[config.mk]
export PLATFORM = sky130hd
export DESIGN_NAME = ram_burst_master
export DESIGN_NICKNAME = d
export VERILOG_FILES = /design/src/rtl/ram_burst_master.sv
export SDC_FILE = /design/constraint.sdc
export NUM_CORES = 1
export LEC_CHECK = 0
export CORE_ASPECT_RATIO = 0.6
export CORE_UTILIZATION = 60
export DETAILED_ROUTE_END_ITERATION = 10
export DONT_BUFFER_PORTS = 1
export PLACE_DENSITY = 0.76
export SLEW_MARGIN = 20
export SYNTH_ARGS = -nofsm -noshare
export SYNTH_HDL_FRONTEND = slang
export SYNTH_SLANG_ARGS = --single-unit
[constraint.sdc]
create_clock -name clk -period 5 [get_ports clk]
set_input_delay 1.25 -clock clk [delete_from_list [all_inputs] [get_ports clk]]
set_output_delay 1.25 -clock clk [all_outputs]
set_load 0.02 [all_outputs]
[src/rtl/ram_burst_master.sv]
// Burst command front-end for the 1024x8 single-port synchronous RAM.
// Sequences the RAM pins one beat per cycle and realigns registered read data onto a stream port.
module ram_burst_master #(
    parameter int unsigned ADDR_W = 10,
    parameter int unsigned DATA_W = 8,
    parameter int unsigned LEN_W  = 4
) (
    input  logic              clk,
    input  logic              rst,
    input  logic              cmd_valid,
    output logic              cmd_ready,
    input  logic              cmd_wr,
    input  logic [ADDR_W-1:0] cmd_addr,
    input  logic [LEN_W-1:0]  cmd_len,
    input  logic              wr_valid,
    output logic              wr_ready,
    input  logic [DATA_W-1:0] wr_data,
    output logic              rd_valid,
    output logic [DATA_W-1:0] rd_data,
    output logic              rd_last,
    output logic              busy,
    output logic              ram_cs,
    output logic              ram_rd,
    output logic              ram_wr,
    output logic [ADDR_W-1:0] ram_addr,
    output logic [DATA_W-1:0] ram_wdata,
    input  logic [DATA_W-1:0] ram_rdata
);

    typedef enum logic [1:0] {
        S_IDLE  = 2'd0,
        S_WRITE = 2'd1,
        S_READ  = 2'd2,
        S_DRAIN = 2'd3
    } state_t;

    state_t             state;
    state_t             state_nx;
    logic [ADDR_W-1:0]  cur_addr;
    logic [LEN_W-1:0]   beats_left;
    logic               dir;
    logic               cmd_fire;
    logic               wr_fire;
    logic               rd_issue;
    logic               last_beat;
    logic               p1_valid;
    logic               p1_last;
    logic               p2_valid;
    logic               p2_last;

    assign last_beat = (beats_left == LEN_W'(0));
    assign cmd_fire  = cmd_valid && cmd_ready;

    // State register
    always_ff @(posedge clk) begin
        if (rst) begin
            state <= S_IDLE;
        end else begin
            state <= state_nx;
        end
    end

    // Next-state logic
    always_comb begin
        state_nx = state;
        case (state)
            S_IDLE: begin
                if (cmd_fire) begin
                    state_nx = cmd_wr ? S_WRITE : S_READ;
                end
            end
            S_WRITE: begin
                if (wr_fire && last_beat) begin
                    state_nx = S_IDLE;
                end
            end
            S_READ: begin
                if (rd_issue && last_beat) begin
                    state_nx = S_DRAIN;
                end
            end
            S_DRAIN: begin
                // Leave once the final read beat has been presented
                if (rd_valid && rd_last) begin
                    state_nx = S_IDLE;
                end
            end
            default: state_nx = S_IDLE;
        endcase
    end

    // Handshake and issue decode
    always_comb begin
        cmd_ready = 1'b0;
        wr_ready  = 1'b0;
        busy      = 1'b0;
        wr_fire   = 1'b0;
        rd_issue  = 1'b0;
        case (state)
            S_IDLE: begin
                cmd_ready = !rst;
            end
            S_WRITE: begin
                wr_ready = !rst;
                busy     = 1'b1;
                wr_fire  = wr_valid && dir && !rst;
            end
            S_READ: begin
                busy     = 1'b1;
                rd_issue = !dir && !rst;
            end
            S_DRAIN: begin
                busy = 1'b1;
            end
            default: begin
                busy = 1'b0;
            end
        endcase
    end

    // Command context and RAM pin registers
    always_ff @(posedge clk) begin
        if (rst) begin
            cur_addr   <= '0;
            beats_left <= '0;
            dir        <= 1'b0;
            ram_cs     <= 1'b0;
            ram_rd     <= 1'b0;
            ram_wr     <= 1'b0;
            ram_addr   <= '0;
            ram_wdata  <= '0;
        end else begin
            ram_cs <= wr_fire || rd_issue;
            ram_rd <= rd_issue;
            ram_wr <= wr_fire;
            if (wr_fire) begin
                ram_addr  <= cur_addr;
                ram_wdata <= wr_data;
            end else if (rd_issue) begin
                ram_addr <= cur_addr;
            end
            if (cmd_fire) begin
                cur_addr   <= cmd_addr;
                beats_left <= cmd_len;
                dir        <= cmd_wr;
            end else if (wr_fire || rd_issue) begin
                cur_addr   <= cur_addr + ADDR_W'(1);
                beats_left <= beats_left - LEN_W'(1);
            end
        end
    end

    // Read return: issue -> RAM output -> stream register
    always_ff @(posedge clk) begin
        if (rst) begin
            p1_valid <= 1'b0;
            p1_last  <= 1'b0;
            p2_valid <= 1'b0;
            p2_last  <= 1'b0;
            rd_valid <= 1'b0;
            rd_last  <= 1'b0;
            rd_data  <= '0;
        end else begin
            p1_valid <= rd_issue;
            p1_last  <= rd_issue && last_beat;
            p2_valid <= p1_valid;
            p2_last  <= p1_last;
            rd_valid <= p2_valid;
            rd_last  <= p2_last;
            if (p2_valid) begin
                rd_data <= ram_rdata;
            end
        end
    end

endmodule

==> Word-level counts from Yosys, hierarchy flattened <==
Index checks and enable logic that the tools add are counted.
{ "word_totals": {"ff_bits": 51, "wordCells": 57} }
{ "classes": {"addsub": 2, "eq_ne": 7, "n_mux": 17, "reduce_logical": 16} }
{ "op_table": {"columns": ["op", "count"], "rows": [
  ["10-bit two-way mux", 4],
  ["10-bit by 1-bit adder with 10-bit output, second input constant", 1],
  ["2-bit two-way mux", 5],
  ["4-bit two-way mux", 2],
  ["2-bit inequality test, second input constant", 4],
  ["2-bit case mux with 4 select lines", 1],
  ["1-bit logical AND", 7],
  ["1-bit two-way mux", 5],
  ["2-bit equality test, second input constant", 2],
  ["4-bit logical NOT", 1],
  ["4-bit AND reduction", 1],
  ["2-bit nonzero test", 2],
  ["4-bit by 1-bit subtractor with 4-bit output, second input constant", 1],
  ["3-bit OR reduction", 1],
  ["2-bit by 1-bit equality test with 1-bit output, second input constant", 1],
  ["1-bit logical NOT", 2],
  ["2-bit logical NOT", 1],
  ["1-bit logical OR", 1]
]} }

==> Longest topological paths before layout <==
{ "depth": {"depth_word": 6, "ltp_mapped": 8, "ltp_nobuf": 6} }

==> Least setup slack after synthesis <==
No wires, ideal clock.
{ "synth_timing": {"kind": "input -> output", "start": "in rst", "end": "out wr_ready", "arrival_time_ps": 2001, "required_time_ps": 3750, "setup_slack_ps": 1749, "cell_stages": 2, "cell_sequence": "clkbuf_1 nor3b_1"} }
{ "synth_via": {"elab_chain_len": 2} }
{ "synth_rtl": {"columns": ["element", "line_no", "text"], "rows": [
  ["from (decl)", "9", "input logic rst,"],
  ["1-bit logical NOT", "104", "wr_ready = !rst;"],
  ["1-bit two-way mux", "99", "case (state)"],
  ["to (decl)", "16", "output logic wr_ready,"]
]} }
No other way between the ends.

==> Worst setup path in the final report <==
Same ends and word-level chain as after synthesis.

==> flow_metrics.tcl <==
set metrics [dict create \
    grt_max_degree 56 \
    crit_path_start_kind "input pin" \
    fp.dieH_microns 48.28 \
    htreeDepth 2 \
    endpoint_kind "output port" \
    crit_family "simple AND/OR/NAND/NOR gates" \
    cts_setup_buffers 0 \
    worstReg2RegStart "state[1]" \
    fin_nets 259 \
    max_freq_mhz 319.4 \
    finalCriticalPeriod_ns 3.131 \
    ant_nets 0 \
    cts_resized 0 \
    grt_pass1_wl_microns 6306 \
    fin_ws_ns 1.869 \
    ir_drop_mv 0.1989 \
    area_growth_pct 4.089 \
    rsz0062_at_grt "false" \
    critical_path.endpoint "wr_ready" \
    tritoncts "yes" \
    post_route_cells_drive_above_1_share 0.06306 \
    rr_worst_depth 4 \
    critical_path_required_ns 3.75 \
    maxCapViolations 0 \
    finalHoldViolations 0 \
    clkTransAtPathRegs_ns 0.09 \
    finalWirelength_microns 4260 \
    slew_headroom 0.3351 \
    yosys.area.top_type "dfxtp_1" \
    rows 16 \
    worstPathArrival_ns 1.88 \
    yosysWarnings 0 \
    worst_r2r_endpoint "cur_addr[6]" \
    ys.flop_type "dfxtp_1" \
    yosysMostFrequentCell "dfxtp_1" \
    drv_slew 0 \
    dp_slack_ns 1.871 \
    worst_slew_pin_slew_ns 0.9937 \
    synth_area_leaders "dfxtp_1 (48%), mux2i_1 (7.5%), nor2_1 (4.9%), nand2_1 (4.7%), a21oi_1 (3.0%)" \
    die_w_microns 79.14 \
    drc 0 \
    fin_crit_sh 0.6261 \
    postCtsHoldBufs 0 \
    crit_start "rst" \
    coreArea_sq_um 3323 \
    io_pins 69 \
    reg2reg_slack_ns 2.82 \
    fin_worst_skew_ns 0.004798 \
    cts.sinks 51 \
    gr-total-overflow 0 \
    grt_usage 0.2240 \
    synth.avg_cell_area_sq_um 9.273 \
    n_antenna_cell 0 \
    avgRoutedWirePerCell_microns 15.96 \
    crit_slowest_cell "nor3b_1" \
    synth_nets 269 \
    start_util 0.6446 \
    antenna_found_initial 0 \
    yosysSeqAreaShare 0.4766 \
    p_leak_nw 0.7927 \
    fin_util 0.6709 \
    synth_top_area_frac 0.4766 \
    async_flop_share 0 \
    critical_path_buf_inv_count 0 \
    powerDensity_nw_per_um2 409.8 \
    viasPerCell 5.899 \
    syn_area_sq_um 2142 \
    first_pass_iters 5 \
    num_vias 1575 \
    clock_latency_ns 0.30 \
    die_area_sq_um 3821 \
    status "finished, final reports clean" \
    path_max_fanout 55 \
    hold_path_class "flop to flop" \
    synth_common_cells "dfxtp_1 (51), nor2_1 (28), nand2_1 (27), mux2i_1 (16), a21oi_1 (13)" \
    io_buffers 0 \
    dp_hpwl_microns 2998 \
    synth_cells 231 \
    synth_edf_count 0 \
    clockRootBuffer "clkbuf_8" \
    clockBufferDepth 2 \
    ys_seq_elements 51 \
    grt_pass1_vias 1402 \
    path_class "input pin to output port" \
    synth.lib_cells_used.distinct 49 \
    gp_congestion 0.8364 \
    worst-path-stages 1 \
    finalSetupViolCount 0 \
    crit_chain "nor3b_1" \
    cpPeakStageDelay_ns 0.62 \
    tns_ns 0 \
    drtIter0Drc 84 \
    numCtsBuffers 5 \
]
==> where the power goes <==
group	internal (mW)	switching, mW
clock	0.200	0.130
combinational	0.0469	0.0635
sequential	0.434	0.0392
total	0.681	0.233
==> flip-flops by register name, summed over array words and instances, names as in the netlist <==
register    flops
cur_addr       10
ram_addr       10
ram_wdata       8
rd_data         8
beats_left      4
state           2
dir             1
p1_last         1
p1_valid        1
p2_last         1
p2_valid        1
ram_cs          1
ram_wr          1
rd_last         1
rd_valid        1
==> how the worst min path moves through the flow <==
| stage | startpoint | end | slack (ns) | depth (start not counted) |
|---|---|---|---|---|
| floorplan | p1_last | p2_last | 0.41 | 1 |
| global placement | p1_last | p2_last | 0.43 | 1 |
| detailed placement | p1_last | p2_last | 0.44 | 1 |
| CTS | p1_last | p2_last | 0.45 | 1 |
| global route | p1_last | p2_last | 0.47 | 1 |
| finish | p1_last | p2_last | 0.45 | 1 |
==> placed cells by master, fill, tap and decap left out, types with 3 or more instances in the layout <==
cell type,netlist,routed
inv_1,5,5
ha_1,3,3
nor2_1,28,28
mux2i_1,16,16
nand3_1,3,3
and2_1,3,3
a21oi_1,13,13
dfxtp_1,51,51
nand2_1,27,27
a311oi_1,4,4
xor2_1,3,3
a211oi_1,5,5
o21ai_0,4,4
clkbuf_8,0,5
nor2b_1,5,5
nor3_1,5,5
==> area by class of cell <==
cell class | instances | area (sq um)
Inverter | 6 | 22.52
Clock buffer | 6 | 72.57
Tap cell | 45 | 56.30
Sequential cell | 51 | 1021
Multi-Input combinational cell | 157 | 997.2
Clock inverter | 2 | 60.06
Fill cell | 270 | 1094
==> cell families after synthesis <==
family,Yosys count,synth area share
adders and majority gates,3,0.01753
buffers and inverters,23,0.05782
AOI/OAI and AO/OA,45,0.1519
muxes,16,0.07476
xor gates and xnor gates,4,0.01636
DFF,51,0.4766
and+or+nand+nor,89,0.2050
==> stage by stage <==
step,cells,total power [mW],area (sq um),hold slack [ns]
final,267,0.9136,2230,0.4499
after global routing,267,0.9537,2230,0.4714
after CTS,267,0.9201,2230,0.4512
after detailed placement,259,0.5924,2097,0.4369
after global placement,259,0.5826,2097,0.4328
after floorplan,231,0.5837,2142,0.4138
==> metal layers <==
layer | routed length, microns | share of wire | track usage | up-vias
met5 | 0 | 0 | 0 | -
met4 | 24 | 0.0056 | 0.08727 | 0
met3 | 352 | 0.083 | 0.07290 | 2
met2 | 1943 | 0.46 | 0.3552 | 63
met1 | 1940 | 0.46 | 0.2934 | 723
li1 | - | - | - | 787
Power figures use the tool's default switching activity.
